===== config.mk =====
export PLATFORM = sky130hd
export DESIGN_NAME = uart_fifo_peripheral
export DESIGN_NICKNAME = d
export VERILOG_FILES = /design/src/rtl/uart_fifo_peripheral.sv
export SDC_FILE = /design/constraint.sdc
export NUM_CORES = 1
export LEC_CHECK = 0
export BUFFER_PORTS_ARGS = -buffer_cell sky130_fd_sc_hd__buf_2
export CORE_ASPECT_RATIO = 1.4
export CORE_MARGIN = 4
export CORE_UTILIZATION = 64
export DETAILED_ROUTE_END_ITERATION = 10
export PLACE_DENSITY_LB_ADDON = 0.15
export SLEW_MARGIN = 20
export SYNTH_ARGS = -nofsm -noshare
export SYNTH_HDL_FRONTEND = slang
export SYNTH_SLANG_ARGS = --single-unit

===== constraint.sdc =====
create_clock -name clk -period 12.5 [get_ports clk]
set_input_delay 0.625 -clock clk [delete_from_list [all_inputs] [get_ports clk]]
set_output_delay 0.625 -clock clk [all_outputs]
set_load 0.02 [all_outputs]

===== src/rtl/uart_fifo_peripheral.sv =====
// rtl/uart_fifo_peripheral.sv - memory-mapped UART with TX/RX FIFOs, baud divisor, parity and irq
module uart_fifo #(
    parameter int DEPTH = 8
) (
    input  logic       clk,
    input  logic       reset,
    input  logic       push,
    input  logic [7:0] push_data,
    input  logic       pop,
    output logic [7:0] head,
    output logic       full,
    output logic       empty
);
    localparam int AW = $clog2(DEPTH);

    logic [7:0]    mem_q [DEPTH];
    logic [AW-1:0] wptr_q, wptr_d, rptr_q, rptr_d;
    logic [AW:0]   count_q, count_d;
    logic          do_push, do_pop;

    // A push into a full FIFO is accepted only when a pop frees a slot in the same cycle.
    always_comb begin
        do_pop  = pop & (count_q != '0);
        do_push = push & ((count_q != (AW+1)'(DEPTH)) | do_pop);
        wptr_d  = wptr_q;
        rptr_d  = rptr_q;
        count_d = count_q;
        if (do_push) wptr_d = wptr_q + AW'(1);
        if (do_pop)  rptr_d = rptr_q + AW'(1);
        if (do_push && !do_pop) count_d = count_q + (AW+1)'(1);
        if (do_pop && !do_push) count_d = count_q - (AW+1)'(1);
    end

    always_ff @(posedge clk or negedge reset) begin
        if (!reset) begin
            wptr_q  <= '0;
            rptr_q  <= '0;
            count_q <= '0;
        end else begin
            wptr_q  <= wptr_d;
            rptr_q  <= rptr_d;
            count_q <= count_d;
        end
    end

    always_ff @(posedge clk) begin
        if (do_push) mem_q[wptr_q] <= push_data;
    end

    assign head  = mem_q[rptr_q];
    assign full  = (count_q == (AW+1)'(DEPTH));
    assign empty = (count_q == '0);
endmodule

module uart_fifo_peripheral #(
    parameter logic [31:0] BASE_ADDR   = 32'h40000018,
    parameter int          FIFO_DEPTH  = 8,
    parameter int          DIV_WIDTH   = 16,
    parameter int          DEFAULT_DIV = 325
) (
    input  logic        reset,
    input  logic        clk,
    input  logic        rd,
    input  logic        wr,
    input  logic [31:0] addr,
    input  logic [31:0] wdata,
    output logic [31:0] rdata,
    input  logic        rxd,
    output logic        txd,
    output logic        irq
);
    typedef enum logic [2:0] {ST_IDLE, ST_START, ST_DATA, ST_PARITY, ST_STOP} uart_state_t;

    logic sel_tx, sel_rx, sel_con, sel_div;
    logic [3:0] con_q, con_d;
    logic [2:0] sticky_q, sticky_d;
    logic [DIV_WIDTH-1:0] div_q, div_d, bcnt_q, bcnt_d, div_eff;
    logic tick, irq_q, irq_d;

    logic       tx_push, tx_pop, tx_full, tx_empty, tx_busy;
    logic [7:0] tx_head;
    logic       rx_push, rx_pop, rx_full, rx_empty;
    logic [7:0] rx_head;
    logic       set_overrun, set_par, set_frame;

    uart_state_t tx_state_q, tx_state_d;
    logic [3:0]  tx_tcnt_q, tx_tcnt_d;
    logic [2:0]  tx_bit_q, tx_bit_d;
    logic [7:0]  tx_shift_q, tx_shift_d;
    logic        tx_par_q, tx_par_d, tx_par_en_q, tx_par_en_d, tx_bit_end;

    uart_state_t rx_state_q, rx_state_d;
    logic [3:0]  rx_tcnt_q, rx_tcnt_d;
    logic [2:0]  rx_bit_q, rx_bit_d;
    logic [7:0]  rx_shift_q, rx_shift_d;
    logic        rx_s1_q, rx_s2_q, rx_par_en_q, rx_par_en_d, rx_par_odd_q, rx_par_odd_d;
    logic        rx_par_bad_q, rx_par_bad_d, rx_sample;

    logic unused_wdata;
    assign unused_wdata = ^{wdata[31:16], wdata[12:8], wdata[7:4]};

    always_comb begin
        sel_tx  = (addr == BASE_ADDR);
        sel_rx  = (addr == BASE_ADDR + 32'd4);
        sel_con = (addr == BASE_ADDR + 32'd8);
        sel_div = (addr == BASE_ADDR + 32'd12);
    end

    assign tx_push = wr & sel_tx;
    assign rx_pop  = rd & sel_rx & ~rx_empty;
    assign tx_busy = (tx_state_q != ST_IDLE);

    uart_fifo #(.DEPTH(FIFO_DEPTH)) u_tx_fifo (
        .clk(clk), .reset(reset), .push(tx_push), .push_data(wdata[7:0]),
        .pop(tx_pop), .head(tx_head), .full(tx_full), .empty(tx_empty)
    );

    uart_fifo #(.DEPTH(FIFO_DEPTH)) u_rx_fifo (
        .clk(clk), .reset(reset), .push(rx_push), .push_data(rx_shift_q),
        .pop(rx_pop), .head(rx_head), .full(rx_full), .empty(rx_empty)
    );

    // A divisor of zero behaves as one so the tick never stalls.
    always_comb begin
        div_eff = (div_q == '0) ? DIV_WIDTH'(1) : div_q;
        tick    = (bcnt_q == div_eff - DIV_WIDTH'(1));
        bcnt_d  = tick ? '0 : bcnt_q + DIV_WIDTH'(1);
        div_d   = div_q;
        if (wr && sel_div) begin
            div_d  = wdata[DIV_WIDTH-1:0];
            bcnt_d = '0;
        end
        con_d = con_q;
        if (wr && sel_con) con_d = wdata[3:0];
        // Set wins over a simultaneous write-1-to-clear.
        sticky_d = (sticky_q & ~((wr && sel_con) ? wdata[15:13] : 3'b000))
                 | {set_frame, set_par, set_overrun};
        irq_d = (con_q[0] & tx_empty & ~tx_busy)
              | (con_q[1] & (~rx_empty | (|sticky_q)));
    end

    always_comb begin
        rdata = '0;
        if (rd) begin
            if (sel_rx && !rx_empty) rdata = {24'b0, rx_head};
            if (sel_con) rdata = {16'b0, sticky_q, tx_busy, rx_empty, rx_full,
                                  tx_empty, tx_full, 4'b0, con_q};
            if (sel_div) rdata = 32'(div_q);
        end
    end

    // Transmitter: a frame in STOP chains straight into the next START when data waits.
    always_comb begin
        tx_state_d  = tx_state_q;
        tx_tcnt_d   = tick ? tx_tcnt_q + 4'd1 : tx_tcnt_q;
        tx_bit_d    = tx_bit_q;
        tx_shift_d  = tx_shift_q;
        tx_par_d    = tx_par_q;
        tx_par_en_d = tx_par_en_q;
        tx_pop      = 1'b0;
        txd         = 1'b1;
        tx_bit_end  = tick && (tx_tcnt_q == 4'd15);
        case (tx_state_q)
            ST_IDLE: begin
                tx_tcnt_d = '0;
                if (!tx_empty) begin
                    tx_pop      = 1'b1;
                    tx_shift_d  = tx_head;
                    tx_par_d    = (^tx_head) ^ con_q[3];
                    tx_par_en_d = con_q[2];
                    tx_state_d  = ST_START;
                end
            end
            ST_START: begin
                txd = 1'b0;
                if (tx_bit_end) begin
                    tx_bit_d   = '0;
                    tx_state_d = ST_DATA;
                end
            end
            ST_DATA: begin
                txd = tx_shift_q[0];
                if (tx_bit_end) begin
                    tx_shift_d = {1'b0, tx_shift_q[7:1]};
                    tx_bit_d   = tx_bit_q + 3'd1;
                    if (tx_bit_q == 3'd7) tx_state_d = tx_par_en_q ? ST_PARITY : ST_STOP;
                end
            end
            ST_PARITY: begin
                txd = tx_par_q;
                if (tx_bit_end) tx_state_d = ST_STOP;
            end
            ST_STOP: begin
                if (tx_bit_end) begin
                    if (!tx_empty) begin
                        tx_pop      = 1'b1;
                        tx_shift_d  = tx_head;
                        tx_par_d    = (^tx_head) ^ con_q[3];
                        tx_par_en_d = con_q[2];
                        tx_state_d  = ST_START;
                    end else begin
                        tx_state_d = ST_IDLE;
                    end
                end
            end
            default: tx_state_d = ST_IDLE;
        endcase
    end

    // Receiver: start bit confirmed half a bit in, then every sample lands mid-bit.
    always_comb begin
        rx_state_d   = rx_state_q;
        rx_tcnt_d    = tick ? rx_tcnt_q + 4'd1 : rx_tcnt_q;
        rx_bit_d     = rx_bit_q;
        rx_shift_d   = rx_shift_q;
        rx_par_en_d  = rx_par_en_q;
        rx_par_odd_d = rx_par_odd_q;
        rx_par_bad_d = rx_par_bad_q;
        rx_push      = 1'b0;
        set_overrun  = 1'b0;
        set_par      = 1'b0;
        set_frame    = 1'b0;
        rx_sample    = tick && (rx_tcnt_q == 4'd15);
        case (rx_state_q)
            ST_IDLE: begin
                rx_tcnt_d = '0;
                if (tick && !rx_s2_q) begin
                    rx_par_en_d  = con_q[2];
                    rx_par_odd_d = con_q[3];
                    rx_par_bad_d = 1'b0;
                    rx_state_d   = ST_START;
                end
            end
            ST_START: begin
                if (tick && rx_tcnt_q == 4'd7) begin
                    rx_tcnt_d  = '0;
                    rx_bit_d   = '0;
                    rx_state_d = rx_s2_q ? ST_IDLE : ST_DATA;
                end
            end
            ST_DATA: begin
                if (rx_sample) begin
                    rx_shift_d = {rx_s2_q, rx_shift_q[7:1]};
                    rx_bit_d   = rx_bit_q + 3'd1;
                    if (rx_bit_q == 3'd7) rx_state_d = rx_par_en_q ? ST_PARITY : ST_STOP;
                end
            end
            ST_PARITY: begin
                if (rx_sample) begin
                    rx_par_bad_d = rx_s2_q ^ (^rx_shift_q) ^ rx_par_odd_q;
                    rx_state_d   = ST_STOP;
                end
            end
            ST_STOP: begin
                if (rx_sample) begin
                    rx_state_d = ST_IDLE;
                    if (!rx_s2_q)         set_frame   = 1'b1;
                    else if (rx_par_bad_q) set_par    = 1'b1;
                    else if (rx_full)      set_overrun = 1'b1;
                    else                   rx_push    = 1'b1;
                end
            end
            default: rx_state_d = ST_IDLE;
        endcase
    end

    always_ff @(posedge clk or negedge reset) begin
        if (!reset) begin
            con_q        <= '0;
            sticky_q     <= '0;
            div_q        <= DIV_WIDTH'(DEFAULT_DIV);
            bcnt_q       <= '0;
            irq_q        <= 1'b0;
            tx_state_q   <= ST_IDLE;
            tx_tcnt_q    <= '0;
            tx_bit_q     <= '0;
            tx_shift_q   <= '0;
            tx_par_q     <= 1'b0;
            tx_par_en_q  <= 1'b0;
            rx_s1_q      <= 1'b1;
            rx_s2_q      <= 1'b1;
            rx_state_q   <= ST_IDLE;
            rx_tcnt_q    <= '0;
            rx_bit_q     <= '0;
            rx_shift_q   <= '0;
            rx_par_en_q  <= 1'b0;
            rx_par_odd_q <= 1'b0;
            rx_par_bad_q <= 1'b0;
        end else begin
            con_q        <= con_d;
            sticky_q     <= sticky_d;
            div_q        <= div_d;
            bcnt_q       <= bcnt_d;
            irq_q        <= irq_d;
            tx_state_q   <= tx_state_d;
            tx_tcnt_q    <= tx_tcnt_d;
            tx_bit_q     <= tx_bit_d;
            tx_shift_q   <= tx_shift_d;
            tx_par_q     <= tx_par_d;
            tx_par_en_q  <= tx_par_en_d;
            rx_s1_q      <= rxd;
            rx_s2_q      <= rx_s1_q;
            rx_state_q   <= rx_state_d;
            rx_tcnt_q    <= rx_tcnt_d;
            rx_bit_q     <= rx_bit_d;
            rx_shift_q   <= rx_shift_d;
            rx_par_en_q  <= rx_par_en_d;
            rx_par_odd_q <= rx_par_odd_d;
            rx_par_bad_q <= rx_par_bad_d;
        end
    end

    assign irq = irq_q;
endmodule


==> impl_metrics.env, run 1 <==
export IMPL_status="complete, no violations"
export IMPL_cts_repair_resize_count=0
export IMPL_routedWlPerCell_um=21.0
export IMPL_maxCapViolations=0
export IMPL_height_of_the_chip_um=165
export IMPL_core_box_area_mm2=0.0173
export IMPL_postLayoutSetupSlackWorst_ns=6.50
export IMPL_synth_seq_cells=231
export IMPL_design_final_nets=1028
export IMPL_wire_length_of_the_first_global_routing_pass_um=40300
export IMPL_critical_path_endpoint_type="register"
export IMPL_layout_drive_gt1_share_pct=23.8
export IMPL_finalNonFillerCells=1191
export IMPL_most_common_cell_after_layout_fill_and_taps_aside="edfxtp_1"
export IMPL_arrival_ns=6.39
export IMPL_dieWidth_um=120
export IMPL_overall_routed_net_length_um=25000
export IMPL_max_clock_path_buffers=3
export IMPL_io_buffer_count=70
export IMPL_rrSetupSlack_ns=6.50
export IMPL_gr_usage_all_layers_pct=26.1
export IMPL_timing_final_crit_period_ns=6.00
export IMPL_min_path_type="in -> async"
export IMPL_synth_area_per_cell_um2=13.0
export IMPL_synth_area_leader_cell="edfxtp_1"
export IMPL_drtIter0Drc=531
export IMPL_path_class="reg -> reg"
export IMPL_first_global_vias=7570
export IMPL_routed_via_count=7151
export IMPL_areaGrowthSynthToFinish_pct=12.1
export IMPL_tritoncts_num_buffers=22
export IMPL_start_util_pct=64.8
export IMPL_timing_setup_tns_ns=0
export IMPL_viasPerCell=6.00
export IMPL_synthDistinctLibCells=66
export IMPL_static_leakage_power_nw=4.93
export IMPL_post_layout_total_power_mw=1.60
export IMPL_gp_congestion=0.867
export IMPL_cts_tree="done"
export IMPL_design_die_area_mm2=0.0198
export IMPL_io_pins=103
export IMPL_place_ws_ns=6.55
export IMPL_cp_start_kind="register"
export IMPL_finalClockSkew_ns=0.0107
export IMPL_max_freq_mhz=167
export IMPL_synth_warning_count=0
export IMPL_hpwlAfterDp_um=18200
export IMPL_htree_levels=1
export IMPL_synth_area_leaders="edfxtp_1, dfrtp_1, mux4_2"
export IMPL_detail_route_antenna_nets=0
export IMPL_irDropWorstVdd_mv=0.115
export IMPL_cp_required_ns=12.89
export IMPL_dominantRegCellSynth="edfxtp_1"
export IMPL_place_detailed_instances=1151
export IMPL_report_final_slew_viol_count=0
export IMPL_synth_cell_area_mm2=0.0112
export IMPL_antennaDiodeCount=0
export IMPL_synthArstFlopShare_pct=44.6
export IMPL_core_rowCount=57
export IMPL_netlist_area_leader_share_pct=34.2
export IMPL_clk_transition_reported_paths_ns=0.07
export IMPL_timing_slew_headroom_pct=32.4
export IMPL_clockRootBuffer="clkbuf_16"
export IMPL_cells_after_synth=867
export IMPL_overflow=0
export IMPL_dr_pass1_iters=5
export IMPL_mostFrequentLayoutCells="edfxtp_1, dfrtp_1, buf_2, nor2_1, mux2_2"
export IMPL_powerDensity_mw_per_mm2=127
export IMPL_clk_latency_ns=0.51
export IMPL_cts_setup_buffers=0
export IMPL_postCtsHoldBufs=0
export IMPL_cts_sinks=231
export IMPL_antenna_found_initial=0
export IMPL_crit_path_max_fanout=12
export IMPL_drc=0
export IMPL_worst_slew_pin_transition_ns=1.01
export IMPL_grt_setup_unrepaired="false"
export IMPL_portion_of_the_post_synthesis_area_used_by_sequential_elements_pct=57.2
export IMPL_synth_edf_count=128
export IMPL_largest_net_degree_at_the_start_of_global_routing=60
export IMPL_report_final_hold_viol_count=0
export IMPL_final_setup_viol_count=0
export IMPL_final_min_period_over_clock_period_pct=48.0
final cells by class:
| class | instances | area, µm² |
|---|---|---|
| flip-flops and latches | 231 | 6430 |
| fillers | 1174 | 4740 |
| multi-input cells | 574 | 4490 |
| clock buffers | 32 | 641 |
| repair buffers | 92 | 518 |
| well taps | 236 | 295 |
| clock inverters | 8 | 149 |
| inverters | 18 | 67.6 |
cells in the mapped netlist (8+ instances only):
cell type / count
inv_1: 18
nor3_1: 21
xnor2_1: 42
mux4_2: 28
nor4_1: 22
and3_1: 12
nand4_1: 8
o21ai_0: 25
nor2_1: 66
edfxtp_1: 128
mux2i_1: 30
buf_2: 8
nand3_1: 25
buf_4: 18
clkbuf_1: 27
dfrtp_1: 97
nand2_1: 52
ha_1: 18
a21oi_1: 22
xor2_1: 26
nor2b_1: 12
mux2_2: 53
report_power, final:
part	total [mW]	internal (mW)	switching (mW)
combinational	0.0596	0.0231	0.0366
clock	0.718	0.440	0.278
sequential	0.821	0.809	0.0122
registers in the layout, summed over array words and instances, names as in the netlist, 4 cells and up:
signal,cells
con_q,4
rx_shift_q,8
tx_tcnt_q,4
u_tx_fifo.mem_q,64
div_q,16
u_rx_fifo.count_q,4
u_rx_fifo.mem_q,64
bcnt_q,16
tx_shift_q,8
u_tx_fifo.count_q,4
rx_tcnt_q,4
worst max-delay path, stage by stage (launching register included):
cell      delay (ns)
dfrtp_1         0.47
nor4_1          0.56
nand4_1         0.33
nor2_1          0.17
nor2_1          0.06
ha_1            0.31
xnor2_1         0.13
a221o_1         0.26
nor3_1          0.20
o21ai_0         0.20
nor2_1          0.77
nand3_4         0.36
nand4b_1        0.61
ha_1            0.44
ha_1            0.28
a21o_1          0.18
a21oi_1         0.18
xnor2_1         0.15
nor2_1          0.08
xor2_1          0.14
routing by layer:
layer / share of wire (%) / GRT usage [%]
met1: 37 / 31.0
met2: 55 / 48.7
met3: 4.2 / 3.01
met4: 3.5 / 9.33
met5: 0 / 0
cell families (layout without fill, tap and decap cells):
logic type	Yosys count	after routing	synth area share [%]
simple gates	267	267	12.7
flops	231	231	57.2
mux	112	112	13.7
compound gates	91	91	5.24
buf+inv	77	150	3.33
xor+xnor	68	68	5.30
fa+ha+maj	20	20	2.36
other cells	1	16	0.0334
stage by stage:
step	util (%)	cell area, µm²	hold WS, ns
floorplan	-	11300	0.329
global placement	68.1	11800	0.351
detailed placement	68.1	11800	0.354
CTS	72.6	12600	0.126
global route	72.6	12600	0.158
finish	72.6	12600	0.114
path summary, 6_finish.rpt:
kind                            startpoint                   end  cells after the start
worst max-delay path              div_q[9]  u_rx_fifo.count_q[3]                     19
worst min-delay path                 reset         tx_shift_q[2]                      1
worst max register to register    div_q[9]  u_rx_fifo.count_q[3]                     19
worst min register to register     rx_s1_q               rx_s2_q                      0
max in group asynchronous            reset   u_rx_fifo.rptr_q[0]                      2
min in group clk                       rxd               rx_s1_q                      1
Note: power is estimated with default switching activity, not from simulation.
==> inputs of run 2 (changes only) <==
- CORE_UTILIZATION: 64 -> 54
- clock period: 12.5 -> 5.45 ns (I/O delays scaled with it)
==> run 2 against run 1 <==
Against the previous run: first-iteration DRC count shrank 15%; maximum frequency grew 23%; non-clock buffer count grew 15; setup slack lost 5.9 ns; die area grew 17%; routed wire length shrank 2.5%; worst hold slack lost 0.11 ns; critical path type unchanged; critical endpoint unchanged; largest cell class unchanged; highest routed layer unchanged.
==> impl_metrics.env, run 2 (same netlist as run 1, synthesis figures left out) <==
export IMPL_place_detailed_instances=1179
export IMPL_timing_setup_tns_ns=0
export IMPL_met3_length_um=988
export IMPL_height_of_the_chip_um=179
export IMPL_dieWidth_um=130
export IMPL_cpPeakStageDelay_ns=0.67
export IMPL_overall_routed_net_length_um=24400
export IMPL_report_final_slew_viol_count=0
export IMPL_critical_path_cell_chain="nor4_1 > nand4_1 > nor2_1 > nor2_1 > ha_1 > xnor2_1 > a221o_1 > nor3_1 > o21ai_0 > nor2_1 > buf_4 > nand3_4 > nand4b_1 > ha_1 > ha_1 > a21o_1 > a21oi_1 > xnor2_1 > nor2_1 > xor2_1"
export IMPL_areaGrowthSynthToFinish_pct=14.4
export IMPL_routedWlPerCell_um=19.8
export IMPL_core_rowCount=62
export IMPL_worst_slew_pin_transition_ns=0.875
export IMPL_io_pins=103
export IMPL_clk_latency_ns=0.54
export IMPL_cts_tree="done"
export IMPL_tritoncts_num_buffers=24
export IMPL_path_class="reg -> reg"
export IMPL_clk_transition_reported_paths_ns=0.06
export IMPL_cp_start_kind="register"
export IMPL_timing_final_crit_period_ns=4.89
export IMPL_wire_length_of_the_first_global_routing_pass_um=38900
export IMPL_detail_route_antenna_nets=0
export IMPL_cts_repair_resize_count=0
export IMPL_maxCapViolations=0
export IMPL_critical_path_endpoint_type="register"
export IMPL_design_die_area_mm2=0.0232
export IMPL_arrival_ns=5.30
export IMPL_dr_pass1_iters=5
export IMPL_htree_levels=1
export IMPL_mostFrequentLayoutCells="edfxtp_1, dfrtp_1, buf_2, nor2_1, mux2_2"
export IMPL_fin_util_pct=62.7
export IMPL_route_layer_met1_wl_um=9850
export IMPL_drtIter0Drc=451
export IMPL_most_common_cell_after_layout_fill_and_taps_aside="edfxtp_1"
export IMPL_nFillCells=1611
export IMPL_irDropWorstVdd_mv=0.276
export IMPL_r2r_start="div_q[9]"
export IMPL_first_global_vias=7203
export IMPL_place_ws_ns=0.647
export IMPL_route_top_layer_used="met4"
export IMPL_finalNonFillerCells=1231
export IMPL_crit_path_max_fanout=12
export IMPL_min_path_type="in -> reg"
export IMPL_rrSetupSlack_ns=0.56
export IMPL_design_final_nets=1045
export IMPL_antenna_found_initial=1
export IMPL_postLayoutSetupSlackWorst_ns=0.563
export IMPL_r2r_end="u_rx_fifo.count_q[3]"
export IMPL_drc=0
export IMPL_max_freq_mhz=205
export IMPL_biggestRegsByFlops="u_rx_fifo.mem_q x64, u_tx_fifo.mem_q x64"
export IMPL_clockRootBuffer="clkbuf_16"
export IMPL_critPathTopFamily="simple AND/OR/NAND/NOR gates"
export IMPL_worstHoldPathCells=2
export IMPL_routed_via_count=7164
export IMPL_final_setup_viol_count=0
export IMPL_cts_setup_buffers=0
export IMPL_gr_usage_all_layers_pct=21.6
export IMPL_status="complete, no violations"
export IMPL_core_box_area_mm2=0.0205
export IMPL_cp_required_ns=5.86
export IMPL_overflow=0
export IMPL_holdCritStartpoint="wdata[15]"
export IMPL_report_final_hold_viol_count=0
export IMPL_critical_path_n_buffers_inverters=1
export IMPL_largest_net_degree_at_the_start_of_global_routing=59
export IMPL_grt_setup_unrepaired="false"
export IMPL_r2r_cells=20
export IMPL_powerDensity_mw_per_mm2=294
export IMPL_layout_drive_gt1_share_pct=25.4
export IMPL_gp_congestion=0.867
export IMPL_cp_slowest_cell="nor4_1"
export IMPL_start_util_pct=54.8
export IMPL_worst_hold_path_endpoint="div_q[15]"
export IMPL_met2_length_um=13000
export IMPL_cts_sinks=231
export IMPL_timing_slew_headroom_pct=41.6
export IMPL_finalClockSkew_ns=0.0171
export IMPL_critical_path_top_cell_by_count="nor2_1"
export IMPL_hpwlAfterDp_um=17000
export IMPL_io_buffer_count=70
export IMPL_static_leakage_power_nw=5.05
export IMPL_max_clock_path_buffers=3
export IMPL_viasPerCell=5.82
export IMPL_final_min_period_over_clock_period_pct=89.7
export IMPL_critical_path_origin="div_q[9]"
-- run 2: worst max path at each step --
stage,end,slack [ns],cells after the start
global placement,u_rx_fifo.count_q[3],0.75,20
CTS,u_rx_fifo.count_q[3],0.60,20
finish,u_rx_fifo.count_q[3],0.56,20
detailed placement,u_rx_fifo.count_q[3],0.65,20
global route,u_rx_fifo.count_q[3],0.31,20
floorplan,u_tx_fifo.count_q[3],0.99,22
-- run 2: routing by layer --
layer,GRT usage [%],vias up
met4,6.15,0
met1,27.6,3611
met5,0,-
met3,2.64,40
li1,-,3368
met2,38.7,145
-- run 2: where the power goes --
group / total, mW / internal (mW) / switching (mW)
Clock: 1.75 / 1.07 / 0.687
Sequential: 1.88 / 1.86 / 0.0263
Combinational: 0.138 / 0.0561 / 0.0824
Total: 3.78 / 2.98 / 0.795
-- run 2: what timing repair did --
item / in CTS / in global routing
hold buffers: 7 / 0
setup endpoints to repair: 0 / 0
hold endpoints to repair: 50 / 0
-- run 2: final cells by class --
cell class                 count  area [µm²]  share of cell area (%)
tap                          256         320                    2.49
inverter                      18        67.6                   0.526
multi-input combinational    574        4520                    35.2
sequential                   231        6430                    50.1
timing repair buffer         107         648                    5.05
antenna                        1        2.50                  0.0195
clock inverter                15         228                    1.77
clock buffer                  29         629                    4.90
-- run 2: per-stage QoR --
step	total power [mW]	hold WS, ns	cell area, µm²
after CTS	3.81	0.00396	12800
final	3.78	0.00594	12800
after global placement	2.05	0.326	11900
after floorplan	2.00	-0.0231	11300
after global routing	3.90	0.0137	12800
after detailed placement	2.05	0.322	11900
==> inputs of run 3 (changes only) <==
- CORE_ASPECT_RATIO: 1.4 -> default
- CORE_MARGIN: 4 -> default
- MAX_ROUTING_LAYER: default -> met4
==> run 3 against run 2 <==
Against the previous run: power decreased by 3.2%; core utilization rose by 0.29 points; routed wire length increased by 3.5%; setup slack lost 0.15 ns; flip-flop and latch count is the same; critical endpoint is now u_tx_fifo.count_q[3]; largest power group unchanged; largest cell class unchanged.
==> impl_metrics.env, run 3 (same netlist as run 1, synthesis figures left out) <==
export IMPL_grtUsageMet1_pct=32.9
export IMPL_min_path_type="in -> reg"
export IMPL_critical_path_endpoint_type="register"
export IMPL_layout_drive_gt1_share_pct=24.5
export IMPL_critical_path_n_buffers_inverters=0
export IMPL_clockRootBuffer="clkbuf_16"
export IMPL_routedWlPerCell_um=20.2
export IMPL_arrival_ns=5.44
export IMPL_timing_final_crit_period_ns=5.04
export IMPL_cp_slowest_cell="dfstp_2"
export IMPL_report_final_slew_viol_count=0
export IMPL_cp_start_kind="register"
export IMPL_hpwlAfterDp_um=17900
export IMPL_viasPerCell=5.83
export IMPL_dpl_instance_area_mm2=0.0119
export IMPL_cpPeakStageDelay_ns=0.63
export IMPL_overall_routed_net_length_um=25200
export IMPL_wire_length_of_the_first_global_routing_pass_um=40600
export IMPL_timing_setup_tns_ns=0
export IMPL_final_setup_viol_count=0
export IMPL_final_min_period_over_clock_period_pct=92.4
export IMPL_gr_usage_all_layers_pct=25.1
export IMPL_first_global_vias=7403
export IMPL_crit_path_max_fanout=9
export IMPL_status="complete, no violations"
export IMPL_detail_route_antenna_nets=0
export IMPL_gp_congestion=0.927
export IMPL_largest_net_degree_at_the_start_of_global_routing=63
export IMPL_worst_hold_slack_ns=0.0312
export IMPL_tritoncts_num_buffers=24
export IMPL_cp_required_ns=5.85
export IMPL_drc=0
export IMPL_dr_pass1_iters=5
export IMPL_static_leakage_power_nw=5.03
export IMPL_design_final_nets=1048
export IMPL_irDropWorstVdd_mv=0.201
export IMPL_max_freq_mhz=199
export IMPL_timing_slew_headroom_pct=40.9
export IMPL_finalClockSkew_ns=0.0191
export IMPL_routed_via_count=7267
export IMPL_maxCapViolations=0
export IMPL_grt_busiest_layer="met2"
export IMPL_htree_levels=1
export IMPL_overflow=0
export IMPL_core_box_area_mm2=0.0203
export IMPL_cts_setup_buffers=0
export IMPL_worst_slew_pin_transition_ns=0.887
export IMPL_mostFrequentLayoutCells="edfxtp_1, dfrtp_1, buf_2, nor2_1, mux2_2"
export IMPL_rrSetupSlack_ns=0.41
export IMPL_powerDensity_mw_per_mm2=286
export IMPL_design_die_area_mm2=0.0214
export IMPL_height_of_the_chip_um=146
export IMPL_most_common_cell_after_layout_fill_and_taps_aside="edfxtp_1"
export IMPL_max_clock_path_buffers=3
export IMPL_grt_use_met2_pct=41.9
export IMPL_cts_tree="done"
export IMPL_io_buffer_count=70
export IMPL_start_util_pct=55.3
export IMPL_antenna_found_initial=0
export IMPL_nFillCells=1549
export IMPL_finish_instance_area_mm2=0.0128
export IMPL_core_rowCount=52
export IMPL_critical_path_cell_chain="or4_1 > nor2_1 > nor2_1 > ha_1 > or3b_2 > nor4_1 > nor3b_1 > a31oi_1 > nor4_2 > a41o_1 > a21oi_1 > or2_2 > ha_1 > ha_1 > a21o_1 > a21oi_1 > xnor2_1 > nor2_1 > xor2_1"
export IMPL_critPathTopFamily="simple AND/OR/NAND/NOR gates"
export IMPL_dieWidth_um=146
export IMPL_cts_sinks=231
export IMPL_clk_latency_ns=0.54
export IMPL_path_class="reg -> reg"
export IMPL_io_pins=103
export IMPL_antennaDiodeCount=0
export IMPL_drtIter0Drc=507
export IMPL_grt_setup_unrepaired="false"
export IMPL_report_final_hold_viol_count=0
export IMPL_cts_repair_resize_count=0
export IMPL_areaGrowthSynthToFinish_pct=13.9
export IMPL_biggestRegsByFlops="u_rx_fifo.mem_q x64, u_tx_fifo.mem_q x64"
export IMPL_clk_transition_reported_paths_ns=0.06
export IMPL_globalRouteMet3Util_pct=3.28
==> run 3: changes by cell type in the layout (fill, tap and decap cells not counted), sizes merged <==
cell,change
bufinv,-4
clkinv,-3
dlygate4sd3,+2
buf,+1
diode,-1
clkbuf,+7
==> run 3: timing repair <==
item | CTS | global route
hold endpoints to repair | 48 | 0
hold buffers | 9 | 0
endpoints found under the setup margin | 0 | 0
==> run 3: report_power, final <==
group | internal [mW] | switching, mW
logic | 0.0577 | 0.0871
clock network | 0.947 | 0.681
registers | 1.86 | 0.0267
total | 2.86 | 0.794
==> run 3: metal layers <==
metal / vias to the layer above / wire length, µm
met5: - / 0
met4: 0 / 436
met1: 3637 / 10900
met2: 219 / 12800
met3: 43 / 1150
li1: 3368 / -
==> run 3: path summary, 6_finish.rpt <==
| kind | cells after the start | to | startpoint |
|---|---|---|---|
| max | 19 | u_tx_fifo.count_q[3] | div_q[0] |
| min | 2 | div_q[15] | wdata[15] |
| max reg2reg | 19 | u_tx_fifo.count_q[3] | div_q[0] |
| min reg2reg | 0 | rx_s2_q | rx_s1_q |
| max in group asynchronous | 3 | u_rx_fifo.rptr_q[0] | reset |
| min in group asynchronous | 2 | tx_shift_q[3] | reset |
==> run 3: cell type report <==
cell class	instances	area (µm²)	share of cell area [%]
flip-flops and latches	231	6430	50.3
multi-input cells	574	4480	35.0
clock inverters	8	91.3	0.714
repair buffers	110	676	5.28
clock buffers	36	706	5.52
well taps	270	338	2.64
inverters	18	67.6	0.528
==> run 3: metrics by stage <==
step	power (mW)	std cells	util, %	worst slack, ns
floorplan	2.00	882	-	0.991
global placement	2.05	1194	58.6	0.582
detailed placement	2.06	1194	58.6	0.496
CTS	3.69	1247	63.0	0.464
global route	3.77	1247	63.0	0.0892
finish	3.66	1247	63.0	0.412
==> run 3: worst reg2reg max path: stages (launching register included) <==
cell	delay (ns)
dfstp_2	0.63
or4_1	0.33
nor2_1	0.09
nor2_1	0.10
ha_1	0.22
or3b_2	0.49
nor4_1	0.36
nor3b_1	0.11
a31oi_1	0.30
nor4_2	0.11
a41o_1	0.23
a21oi_1	0.56
or2_2	0.24
ha_1	0.19
ha_1	0.24
a21o_1	0.18
a21oi_1	0.16
xnor2_1	0.14
nor2_1	0.08
xor2_1	0.15
